<file path="src/rtl/mem_stage_ctrl.sv">
// Purpose: MEM stage control; runs data-memory req/ack accesses and holds the MEM/WB register.
// Latency: non-memory op 1 cycle; memory op 1 + ack-wait cycles + 1 DONE cycle; misaligned 2 cycles.
// Backpressure: asserts stall upstream while an access is being issued or awaited; aborts after TIMEOUT waits.
module mem_stage_ctrl #(
  parameter int              TIMEOUT  = 16,
  parameter int              DW       = 32,
  parameter logic [DW-1:0]   ERR_DATA = DW'(32'hDEADBEEF)
) (
  input  logic          clock,
  input  logic          reset_n,
  input  logic [1:0]    WB_in,
  input  logic [2:0]    M_in,
  input  logic [DW-1:0] Alu_in,
  input  logic [DW-1:0] Store_data,
  input  logic [4:0]    Dest_reg,
  output logic          stall,
  output logic          mem_req,
  output logic          mem_we,
  output logic [DW-1:0] mem_addr,
  output logic [DW-1:0] mem_wdata,
  input  logic          mem_ack,
  input  logic [DW-1:0] mem_rdata,
  output logic [1:0]    WB_out,
  output logic [DW-1:0] Read_datareg,
  output logic [DW-1:0] Alu_outreg,
  output logic [4:0]    Forwarding_out,
  output logic          mem_err,
  output logic          align_err
);

  localparam int             TW     = $clog2(TIMEOUT);
  localparam logic [TW-1:0]  T_LAST = TW'(TIMEOUT - 1);

  typedef enum logic [1:0] {
    S_IDLE = 2'd0,
    S_WAIT = 2'd1,
    S_DONE = 2'd2
  } state_t;

  state_t         state;
  state_t         state_nxt;
  logic [TW-1:0]  timer;
  logic [DW-1:0]  rdata_buf;
  logic           access;
  logic           aligned;
  logic           timer_last;

  // Branch is resolved in EX; the bit travels with M_in but is not used here.
  logic           unused_branch;
  assign unused_branch = M_in[2];

  assign access     = M_in[1] | M_in[0];
  assign aligned    = (Alu_in[1:0] == 2'b00);
  assign timer_last = (timer == T_LAST);

  // State register.
  always_ff @(posedge clock or negedge reset_n) begin
    if (!reset_n) begin
      state <= S_IDLE;
    end else begin
      state <= state_nxt;
    end
  end

  // Next-state and stall; stall is never raised in DONE so the held instruction retires.
  always_comb begin
    state_nxt = state;
    stall     = 1'b0;
    case (state)
      S_IDLE: begin
        if (access) begin
          stall     = 1'b1;
          state_nxt = aligned ? S_WAIT : S_DONE;
        end
      end
      S_WAIT: begin
        stall = 1'b1;
        if (mem_ack || timer_last) begin
          state_nxt = S_DONE;
        end
      end
      S_DONE: begin
        state_nxt = S_IDLE;
      end
      default: begin
        state_nxt = S_IDLE;
      end
    endcase
  end

  // Memory request side: issue, hold stable during WAIT, capture the answer or the abort value.
  always_ff @(posedge clock or negedge reset_n) begin
    if (!reset_n) begin
      mem_req   <= 1'b0;
      mem_we    <= 1'b0;
      mem_addr  <= '0;
      mem_wdata <= '0;
      timer     <= '0;
      rdata_buf <= '0;
      mem_err   <= 1'b0;
      align_err <= 1'b0;
    end else begin
      case (state)
        S_IDLE: begin
          if (access && aligned) begin
            mem_req   <= 1'b1;
            mem_we    <= M_in[0];
            mem_addr  <= Alu_in;
            mem_wdata <= Store_data;
            timer     <= '0;
          end else if (access) begin
            align_err <= 1'b1;
            rdata_buf <= ERR_DATA;
          end
        end
        S_WAIT: begin
          if (mem_ack) begin
            rdata_buf <= mem_rdata;
            mem_req   <= 1'b0;
          end else if (timer_last) begin
            mem_req   <= 1'b0;
            mem_err   <= 1'b1;
            rdata_buf <= ERR_DATA;
          end else begin
            timer <= timer + 1'b1;
          end
        end
        default: begin
        end
      endcase
    end
  end

  // MEM/WB register: pass-through for non-memory ops, bubbles while busy, result in DONE.
  always_ff @(posedge clock or negedge reset_n) begin
    if (!reset_n) begin
      WB_out         <= '0;
      Read_datareg   <= '0;
      Alu_outreg     <= '0;
      Forwarding_out <= '0;
    end else begin
      case (state)
        S_IDLE: begin
          if (!access) begin
            WB_out         <= WB_in;
            Read_datareg   <= '0;
            Alu_outreg     <= Alu_in;
            Forwarding_out <= Dest_reg;
          end else begin
            WB_out <= '0;
          end
        end
        S_WAIT: begin
          WB_out <= '0;
        end
        S_DONE: begin
          WB_out         <= WB_in;
          Read_datareg   <= rdata_buf;
          Alu_outreg     <= Alu_in;
          Forwarding_out <= Dest_reg;
        end
        default: begin
          WB_out <= '0;
        end
      endcase
    end
  end

endmodule

</file>
<file path="config.mk">
export PLATFORM = sky130hd
export DESIGN_NAME = mem_stage_ctrl
export DESIGN_NICKNAME = d
export VERILOG_FILES = /design/src/rtl/mem_stage_ctrl.sv
export SDC_FILE = /design/constraint.sdc
export NUM_CORES = 1
export LEC_CHECK = 0
export BUFFER_PORTS_ARGS = -buffer_cell sky130_fd_sc_hd__buf_2
export CORE_MARGIN = 10
export CORE_UTILIZATION = 44
export DETAILED_ROUTE_END_ITERATION = 7
export MAX_ROUTING_LAYER = met4
export PLACE_DENSITY = 0.78
export SYNTH_ARGS = -nofsm -noshare
export SYNTH_HDL_FRONTEND = slang
export SYNTH_SLANG_ARGS = --single-unit
</file>
<file path="constraint.sdc">
create_clock -name clock -period 1.9 [get_ports clock]
set_clock_uncertainty 0.05 [all_clocks]
set_input_delay 0.475 -clock clock [delete_from_list [all_inputs] [get_ports clock]]
set_output_delay 0.475 -clock clock [all_outputs]
set_load 0.02 [all_outputs]
</file>
### Word level (Yosys, flattened, before mapping)

Index checks and enable logic that the tools add are counted.

| storage, ports and cells | value |
|---|---|
| register bits after elaboration | 177 |
| logic and storage cells | 69 |
| output and inout port bits | 140 |

| cells by class | value |
|---|---|
| eq/ne operators | 11 |
| multiplexer cells | 27 |
| $add $sub $neg | 1 |
| bitwise operators | 3 |
| reduce and logical (&&, ||, !) cells | 14 |

Operator list:

| kind | number |
|---|---|
| $mux 32 | 6 |
| $pmux 32 s2 | 3 |
| $ne 2x2->1 const B | 7 |
| $mux 4 | 3 |
| $pmux 5 s2 | 1 |
| $reduce_and 3->1 | 3 |
| $mux 2 | 4 |
| $pmux 2 s2 | 2 |
| $pmux 4 s2 | 1 |
| $reduce_and 4->1 | 2 |
| $reduce_and 2->1 | 3 |
| $mux 5 | 1 |
| $add 4x1->4 const B | 1 |
| $eq 4x4->1 const B | 1 |
| $logic_not 2->1 | 2 |
| $mux 1 | 4 |
| $pmux 1 s2 | 2 |
| $reduce_bool 2->1 | 2 |
| $ne 3x3->1 const B | 1 |
| $eq 2x1->1 const B | 1 |
| $eq 2x2->1 const B | 1 |
| $not 1->1 | 2 |
| $logic_and 1x1->1 | 1 |
| $logic_or 1x1->1 | 1 |
| $or 1x1->1 | 1 |

### Depth between registers and ports, before layout

Gate-level depths: netlist of the first run.

| logic depth | value |
|---|---|
| word-level depth | 4 |
| depth in mapped cells | 10 |
| depth with buffers taken out | 8 |

### Worst setup path before layout of the first run

Ideal clock, no wire load.

| timing | value |
|---|---|
| kind | input-to-reg |
| start | input M_in[0] |
| end | register Alu_outreg[10] |
| path slack | -118 ps |
| data required time | 1,725 ps |
| buffers on the path | 1 |
| cell stages on the path | 5 |
| data arrival time | 1,843 ps |
| cells stage by stage | nor2_1 > nor2_1 > nor2_1 > buf_2 > mux2_2 |

| on the way | value |
|---|---|
| longest elaborated chain between the ends | 3 |

Ends and longest elaborated chain:

| element | line | text |
|---|---|---|
| from (decl) | 12 | `input logic [2:0] M_in,` |
| $or 1x1->1 | 52 | `assign access = M_in[1] \| M_in[0];` |
| $ne 2x2->1 (no source line) | n/a |  |
| $reduce_and 2->1 (no source line) | n/a |  |
| to (signal assigned) | 147 | `Alu_outreg <= Alu_in;` |
| to (signal assigned) | 159 | `Alu_outreg <= Alu_in;` |
| to (decl) | 25 | `output logic [DW-1:0] Alu_outreg,` |

Every way passes these cells.
A chain may end at the register's enable or synchronous reset.

### Worst setup path after layout of the first run

| timing | value |
|---|---|
| start | register state[0] |
| end | register rdata_buf[14] |

| on the way | value |
|---|---|
| longest elaborated chain between the ends | 3 |

Ends and longest elaborated chain:

| element | line | text |
|---|---|---|
| from (decl) | 40 | `state_t state;` |
| from (signal assigned) | 61 | `state <= state_nxt;` |
| $eq 2x1->1 or $logic_not 2->1 (tied branches) | 103 | `case (state)` |
| $ne 3x3->1 (no source line), or another cell as far along | n/a |  |
| $reduce_and 4->1 (no source line) | n/a |  |
| to (signal assigned) | 118 | `rdata_buf <= mem_rdata;` |
| to (decl) | 43 | `logic [DW-1:0] rdata_buf;` |

Several ways; a longest one is shown, not always the timed one.

==> run_summary.xml, run 1 <==
<?xml version="1.0" encoding="UTF-8"?>
<metrics>
  <group name="clock_tree">
    <metric name="cts-buffers-inserted" unit="">17</metric>
    <metric name="clock_insertion_delay_worst_skew" unit="ns">0.43</metric>
    <metric name="max-clock-path-buffers" unit="">2</metric>
    <metric name="root_buffer" unit="">clkbuf_16</metric>
    <metric name="clock_transition_time_at_the_flip_flop_clock_pins_of_the_worst_setup_and_hold_paths" unit="ns">0.07</metric>
    <metric name="cts_htree_levels" unit="">4</metric>
    <metric name="clock_tree_from_tritoncts" unit="">yes</metric>
    <metric name="clock-sinks" unit="">177</metric>
  </group>
  <group name="floorplan">
    <metric name="core_footprint" unit="mm2">0.0145</metric>
    <metric name="dieWidth" unit="um">142</metric>
    <metric name="rows" unit="">44</metric>
    <metric name="dieHeight" unit="um">142</metric>
    <metric name="initial_utilization" unit="">0.448</metric>
    <metric name="die_footprint" unit="mm2">0.0201</metric>
    <metric name="ios" unit="">249</metric>
  </group>
  <group name="setup_path">
    <metric name="crit_fanout" unit="">8</metric>
    <metric name="cp_data_arrival_time" unit="ns">2.18</metric>
    <metric name="crit-reg2reg-capture" unit="">rdata_buf[14]$_DFFE_PN0P_</metric>
    <metric name="r2r.worst_path.cells" unit="">8</metric>
    <metric name="startpoint_type" unit="">flip-flop</metric>
    <metric name="timing.critical_path.required" unit="ns">2.15</metric>
    <metric name="worstSetupEndpointType" unit="">flip-flop</metric>
    <metric name="worst_path_max_delay_cell" unit="">dfrtp_1</metric>
    <metric name="timing.critical_path.slowest_cell_delay" unit="ns">0.41</metric>
    <metric name="worstPathCellList" unit="">buf_6 -&gt; or3b_4 -&gt; nor2_4 -&gt; nor2_4 -&gt; inv_2 -&gt; or3_4 -&gt; buf_6 -&gt; a22o_1</metric>
    <metric name="r2r-start" unit="">state[0]$_DFFE_PN0P_</metric>
    <metric name="r2r_setup_slack" unit="ns">-0.02</metric>
    <metric name="path_class" unit="">reg -&gt; reg</metric>
  </group>
  <group name="logic_synthesis">
    <metric name="synth_commonest_cells" unit="">177 x dfrtp_1, 100 x mux2_2, 41 x a22o_1</metric>
    <metric name="synth_seq_area_share" unit="">0.680</metric>
    <metric name="post_synth_main_area_contributors" unit="">dfrtp_1 68%, mux2_2 17%, a22o_1 5.5%, o22a_1 3.2%, clkbuf_1 0.69%</metric>
    <metric name="top_area_cell_type_share_of_the_netlist_area" unit="">0.680</metric>
    <metric name="yosys_register_bits" unit="">177</metric>
    <metric name="synth.lib_cells_used.distinct" unit="">33</metric>
    <metric name="yosys.area.top_type" unit="">dfrtp_1</metric>
    <metric name="synth_edf_count" unit="">0</metric>
    <metric name="synthArstFlopShare" unit="">1.00</metric>
    <metric name="synthesis.area" unit="mm2">0.00651</metric>
    <metric name="synth_cells" unit="">407</metric>
    <metric name="mappedNetlistNets" unit="">517</metric>
    <metric name="ys.warnings.count" unit="">0</metric>
    <metric name="flip_flop_cell_with_the_highest_count_after_synthesis" unit="">dfrtp_1</metric>
    <metric name="avgSynthCellArea" unit="um2">16.0</metric>
    <metric name="top_count_cell_post_synth" unit="">dfrtp_1</metric>
  </group>
  <group name="sta">
    <metric name="achievable_frequency" unit="GHz">0.520</metric>
    <metric name="worst_slew_pin_slew" unit="ns">0.369</metric>
    <metric name="post_route_worst_hold_slack" unit="ns">0.200</metric>
    <metric name="period_share" unit="">1.01</metric>
    <metric name="timing.final.hold_violations" unit="">0</metric>
    <metric name="min_period" unit="ns">1.92</metric>
    <metric name="drv_slew" unit="">0</metric>
    <metric name="fin_ws" unit="ns">-0.0222</metric>
    <metric name="maxSlewHeadroom" unit="">0.754</metric>
    <metric name="setup_repair_after_global_routing_missed_its_margin" unit="">yes</metric>
    <metric name="finalSetupViolCount" unit="">11</metric>
  </group>
  <group name="placed_design">
    <metric name="place.gp.congestion" unit="">0.823</metric>
    <metric name="post_dp_cell_area" unit="mm2">0.00816</metric>
    <metric name="preCtsSetupSlack" unit="ns">-0.234</metric>
    <metric name="dp.cells" unit="">842</metric>
    <metric name="detailedPlacementHpwl" unit="um">12900</metric>
    <metric name="io_buffers" unit="">247</metric>
  </group>
  <group name="power_and_ir_drop">
    <metric name="pwr-share-comb" unit="">0.396</metric>
    <metric name="power_density" unit="mW/mm2">1740</metric>
    <metric name="power.leakage" unit="nW">4.38</metric>
    <metric name="clock_power_share" unit="">0.224</metric>
    <metric name="post-layout-total-power" unit="mW">15.8</metric>
    <metric name="seqPwrFrac" unit="">0.380</metric>
    <metric name="irDropWorstVdd" unit="mV">0.836</metric>
    <metric name="switchingPower" unit="mW">5.88</metric>
    <metric name="cellInternalPower" unit="mW">9.88</metric>
    <metric name="swShare" unit="">0.373</metric>
  </group>
  <group name="routing">
    <metric name="dr.first_iter.drc_count" unit="">216</metric>
    <metric name="post_drt_via_cell_ratio" unit="">5.13</metric>
    <metric name="firstDrtPassIters" unit="">4</metric>
    <metric name="avgRoutedWirePerCell" unit="um">20.2</metric>
    <metric name="routed_wirelength" unit="um">17900</metric>
    <metric name="drc_violation_count_after_routing" unit="">0</metric>
    <metric name="via_count" unit="">4546</metric>
    <metric name="postRouteAntennaNets" unit="">0</metric>
  </group>
  <group name="final_layout">
    <metric name="drive_above_1_share" unit="">0.617</metric>
    <metric name="layout.nets" unit="">800</metric>
    <metric name="syn_to_final_growth" unit="%">39.0</metric>
    <metric name="final_design_area_no_fill" unit="mm2">0.00905</metric>
    <metric name="stdcell_count" unit="">887</metric>
    <metric name="n_antenna_cell" unit="">0</metric>
  </group>
  <group name="min_path">
    <metric name="min_delay_path_depth" unit="">2</metric>
    <metric name="min_from" unit="">WB_in[0]</metric>
    <metric name="whs_endpoint" unit="">WB_out[0]$_DFF_PN0_</metric>
    <metric name="hold_path.class" unit="">in -&gt; reg</metric>
  </group>
  <group name="global_route">
    <metric name="global_route_wire_length_before_repair" unit="um">27800</metric>
    <metric name="grt.overflow.total" unit="">0</metric>
    <metric name="grt_use_total" unit="">0.180</metric>
    <metric name="number_of_antenna_violations_at_the_first_check_in_global_routing" unit="">0</metric>
    <metric name="grt_pass1_vias" unit="">5032</metric>
    <metric name="grt_start_max_net_pins" unit="">52</metric>
  </group>
  <group name="run_status">
    <metric name="failing_checks" unit="">setup timing</metric>
    <metric name="outcome" unit="">finished, violations left</metric>
  </group>
  <group name="run">
    <metric name="max_cap_viol_count" unit="">0</metric>
  </group>
</metrics>
area by class of cell:
class                      count  area [um2]
fill                        1072        5480
inverter                       4        22.5
clock buffer                  17         425
timing repair buffer         288        1730
multi-input combinational    202        2040
sequential                   177        4430
tap                          184         230
clock inverter                15         174
worst max path at each step:
stage,from,to,cells past startpoint
after floorplan,M_in[0],Alu_outreg[10]$_DFFE_PN0P_,5
after global placement,Alu_in[1],mem_addr[18]$_DFFE_PN0P_,5
after detailed placement,Alu_in[1],mem_addr[13]$_DFFE_PN0P_,5
after CTS,state[1]$_DFFE_PN0P_,mem_addr[27]$_DFFE_PN0P_,5
after global routing,state[1]$_DFFE_PN0P_,rdata_buf[13]$_DFFE_PN0P_,8
final,state[0]$_DFFE_PN0P_,rdata_buf[14]$_DFFE_PN0P_,8
registers in the layout (all words and copies together), names as in the netlist:
signal          flops
Alu_outreg         32
Forwarding_out      5
Read_datareg       32
WB_out              2
align_err           1
mem_addr           32
mem_err             1
mem_req             1
mem_wdata          32
mem_we              1
rdata_buf          32
state               2
timer               4
critical path: cells and delay by family, from the launching register on:
kind	cells	cell delay, ns
buffers and inverters	3	0.34
AO/OA/AOI/OAI	1	0.25
AND/OR/NAND/NOR	4	0.76
flip-flops	1	0.41
placed cells by master, fill, tap and decap left out, drive strengths merged, types with 3 or more instances in the layout:
cell type,instances
mux2,100
and2,3
dfrtp,177
a22o,41
buf,285
clkinv,3
clkinvlp,3
nor2,9
clkbuf,18
o22a,24
inv,11
nor2b,5
through the flow:
| stage | TNS [ns] | util |
|---|---|---|
| after floorplan | -1.98 | - |
| after global placement | -17.23 | 0.561 |
| after detailed placement | -19.76 | 0.561 |
| after CTS | -2.28 | 0.613 |
| after global routing | -3.42 | 0.623 |
| final | -0.0667 | 0.623 |
per-layer routing:
layer,share of wire,vias to the layer above,GRT usage
met1,0.39,2293,0.196
li1,-,2056,-
met2,0.53,160,0.300
met4,0.029,0,0.0845
met3,0.053,37,0.0491
met5,0,-,-
logic make-up (layout without fill, tap and decap cells):
family          count (synthesis)  after routing  synth area share
fa+ha+maj                       1              1           0.00192
compound gates                 73             73            0.0968
mux                           100            100             0.173
simple gates                   28             28            0.0257
buf+inv                        28            324            0.0225
flops                         177            177             0.680
power groups by stage:
stage	clock network [mW]	logic, mW	registers (mW)
floorplan	0	1.95	7.67
global placement	0	5.89	5.92
detailed placement	0	6.05	6.03
CTS	3.62	6.16	5.99
global route	3.79	6.63	6.19
finish	3.53	6.24	5.99
timing repair:
action	4_1_cts	5_1_grt
setup buffers	6	5
resized for setup	16	21
hold buffers	1	0
setup endpoints to repair	95	96
hold endpoints to repair	33	0
pin swaps	7	7
gates cloned	1	1
(Power assumes the default switching activity.)
==> run 2, diff against run 1 <==
- RECOVER_POWER: not set -> 100
==> run 2 against run 1 <==
Net effect:
- the run still ends with setup timing left
- register-to-register slack about the same
- non-clock buffer count unchanged
- clock power about the same
- sequential share of layout area up 1.4 points
- first-iteration DRC count up 14%
- total power down 2.7%
- die area unchanged
- combinational power down 7.9%
- critical endpoint is now rdata_buf[13]$_DFFE_PN0P_
- largest power group is now sequential cells
- highest routed layer unchanged
==> run_summary.xml, run 2 (same netlist as run 1, synthesis figures left out) <==
<?xml version="1.0" encoding="UTF-8"?>
<metrics>
  <group name="run_status">
    <metric name="outcome" unit="">finished, violations left</metric>
    <metric name="failing_checks" unit="">setup timing</metric>
  </group>
  <group name="power_and_ir_drop">
    <metric name="post-layout-total-power" unit="mW">15.3</metric>
    <metric name="power_density" unit="mW/mm2">1740</metric>
    <metric name="pwr-share-comb" unit="">0.375</metric>
    <metric name="power.leakage" unit="nW">3.94</metric>
    <metric name="switchingPower" unit="mW">5.92</metric>
    <metric name="clock_power_share" unit="">0.230</metric>
    <metric name="cellInternalPower" unit="mW">9.41</metric>
    <metric name="irDropWorstVdd" unit="mV">0.820</metric>
    <metric name="seqPwrFrac" unit="">0.394</metric>
    <metric name="swShare" unit="">0.386</metric>
  </group>
  <group name="setup_path">
    <metric name="crit_path_frequent_cell" unit="">nor2_4</metric>
    <metric name="crit_fanout" unit="">25</metric>
    <metric name="timing.critical_path.required" unit="ns">2.16</metric>
    <metric name="worstSetupEndpointType" unit="">flip-flop</metric>
    <metric name="startpoint_type" unit="">flip-flop</metric>
    <metric name="cp_data_arrival_time" unit="ns">2.17</metric>
    <metric name="critPathTopFamily" unit="">simple AND/OR/NAND/NOR gates</metric>
    <metric name="timing.critical_path.slowest_cell_delay" unit="ns">0.53</metric>
    <metric name="worst_path_max_delay_cell" unit="">or4_4</metric>
    <metric name="worstPathBufferInverterCount" unit="">3</metric>
    <metric name="worstPathCellList" unit="">or4_4 -&gt; nor2_4 -&gt; buf_12 -&gt; nor2_4 -&gt; inv_2 -&gt; or3_4 -&gt; inv_8 -&gt; o22a_1</metric>
    <metric name="path_class" unit="">reg -&gt; reg</metric>
  </group>
  <group name="sta">
    <metric name="tns" unit="ns">-0.0311</metric>
    <metric name="achievable_frequency" unit="GHz">0.522</metric>
    <metric name="worst_slew_pin_slew" unit="ns">0.925</metric>
    <metric name="drv_slew" unit="">0</metric>
    <metric name="min_period" unit="ns">1.91</metric>
    <metric name="timing.final.hold_violations" unit="">0</metric>
    <metric name="setup_repair_after_global_routing_missed_its_margin" unit="">yes</metric>
    <metric name="fin_ws" unit="ns">-0.0141</metric>
    <metric name="finalSetupViolCount" unit="">3</metric>
    <metric name="maxSlewHeadroom" unit="">0.383</metric>
    <metric name="period_share" unit="">1.01</metric>
  </group>
  <group name="global_route">
    <metric name="grt_start_max_net_pins" unit="">52</metric>
    <metric name="grt.overflow.total" unit="">0</metric>
    <metric name="global_route_wire_length_before_repair" unit="um">27800</metric>
    <metric name="number_of_antenna_violations_at_the_first_check_in_global_routing" unit="">0</metric>
    <metric name="grt_use_total" unit="">0.180</metric>
    <metric name="grt_pass1_vias" unit="">5032</metric>
  </group>
  <group name="final_layout">
    <metric name="final_design_area_no_fill" unit="mm2">0.00880</metric>
    <metric name="layout.filler_cells" unit="">1163</metric>
    <metric name="layout.nets" unit="">800</metric>
    <metric name="layout.cells.most_common" unit="">dfrtp_1</metric>
    <metric name="n_antenna_cell" unit="">0</metric>
    <metric name="layout_common_cells" unit="">177 x dfrtp_1, 141 x clkbuf_1, 106 x buf_2</metric>
    <metric name="drive_above_1_share" unit="">0.415</metric>
    <metric name="syn_to_final_growth" unit="%">35.1</metric>
  </group>
  <group name="routing">
    <metric name="dr.first_iter.drc_count" unit="">246</metric>
    <metric name="drc_violation_count_after_routing" unit="">0</metric>
    <metric name="post_drt_via_cell_ratio" unit="">5.14</metric>
    <metric name="via_count" unit="">4563</metric>
    <metric name="avgRoutedWirePerCell" unit="um">20.3</metric>
    <metric name="firstDrtPassIters" unit="">4</metric>
    <metric name="routed_wirelength" unit="um">18000</metric>
    <metric name="postRouteAntennaNets" unit="">0</metric>
  </group>
  <group name="clock_tree">
    <metric name="clock_transition_time_at_the_flip_flop_clock_pins_of_the_worst_setup_and_hold_paths" unit="ns">0.07</metric>
    <metric name="cts-buffers-inserted" unit="">17</metric>
    <metric name="max-clock-path-buffers" unit="">2</metric>
    <metric name="cts_htree_levels" unit="">4</metric>
    <metric name="clock_insertion_delay_worst_skew" unit="ns">0.43</metric>
    <metric name="clock_tree_from_tritoncts" unit="">yes</metric>
    <metric name="clock-sinks" unit="">177</metric>
    <metric name="root_buffer" unit="">clkbuf_16</metric>
  </group>
  <group name="placed_design">
    <metric name="detailedPlacementHpwl" unit="um">12900</metric>
    <metric name="io_buffers" unit="">247</metric>
    <metric name="place.gp.congestion" unit="">0.823</metric>
    <metric name="post_dp_cell_area" unit="mm2">0.00816</metric>
  </group>
  <group name="min_path">
    <metric name="hold_path.class" unit="">in -&gt; reg</metric>
  </group>
  <group name="floorplan">
    <metric name="core_footprint" unit="mm2">0.0145</metric>
    <metric name="dieWidth" unit="um">142</metric>
    <metric name="dieHeight" unit="um">142</metric>
    <metric name="initial_utilization" unit="">0.448</metric>
    <metric name="die_footprint" unit="mm2">0.0201</metric>
    <metric name="rows" unit="">44</metric>
    <metric name="ios" unit="">249</metric>
  </group>
  <group name="run">
    <metric name="max_cap_viol_count" unit="">0</metric>
  </group>
</metrics>
run 2: changes by cell type in the layout (fill, tap and decap cells not counted), sizes merged:
cell | previous run | this run
buf | 285 | 140
clkbuf | 18 | 163
run 2: final cells by class:
cell class / count / area [um2] / share of cell area
Multi-Input combinational cell: 202 / 2040 / 0.232
Timing Repair Buffer: 288 / 1480 / 0.168
Clock inverter: 15 / 174 / 0.0198
Inverter: 4 / 22.5 / 0.00256
Tap cell: 184 / 230 / 0.0262
Sequential cell: 177 / 4430 / 0.503
Clock buffer: 17 / 425 / 0.0483
run 2: final timing paths:
check	depth (start not counted)	slack, ns	startpoint	endpoint
worst max register to register	8	-0.01	state[1]$_DFFE_PN0P_	rdata_buf[13]$_DFFE_PN0P_
worst min register to register	1	0.41	align_err$_DFFE_PN0P_	align_err$_DFFE_PN0P_
max in group asynchronous	3	0.20	reset_n	mem_addr[31]$_DFFE_PN0P_
min in group asynchronous	2	0.66	reset_n	Read_datareg[10]$_DFFE_PN0P_
worst max-delay path	8	-0.01	state[1]$_DFFE_PN0P_	rdata_buf[13]$_DFFE_PN0P_
worst min-delay path	2	0.20	mem_rdata[23]	rdata_buf[23]$_DFFE_PN0P_
run 2: per-layer routing:
metal,vias up,GRT usage,part of all wire
met4,0,0.0845,0.029
li1,2054,-,-
met3,36,0.0491,0.056
met2,165,0.300,0.53
met5,-,-,0
met1,2308,0.196,0.39
run 2: power by group through the flow:
stage | logic [mW] | clock network, mW | registers [mW]
floorplan | 1.95 | 0 | 7.67
global placement | 5.89 | 0 | 5.92
detailed placement | 6.05 | 0 | 6.03
CTS | 6.16 | 3.62 | 5.99
global route | 6.15 | 3.79 | 6.24
finish | 5.75 | 3.53 | 6.04
run 2: timing repair:
item / 4_1_cts / 5_1_grt
resized for setup: 16 / 21
gates cloned: 1 / 1
hold buffers: 1 / 0
endpoints found under the hold margin: 33 / 0
setup buffers: 6 / 5
endpoints found under the setup margin: 95 / 96
pin swaps: 7 / 7
run 2: stage by stage:
step                 util  hold WS (ns)  instances  worst slack (ns)
floorplan               -         0.129        407            -0.118
global placement    0.561         0.342        842            -0.199
detailed placement  0.561         0.350        842            -0.234
CTS                 0.613         0.176        882           -0.0485
global route        0.605         0.184        887           -0.0763
finish              0.605         0.201        887           -0.0141
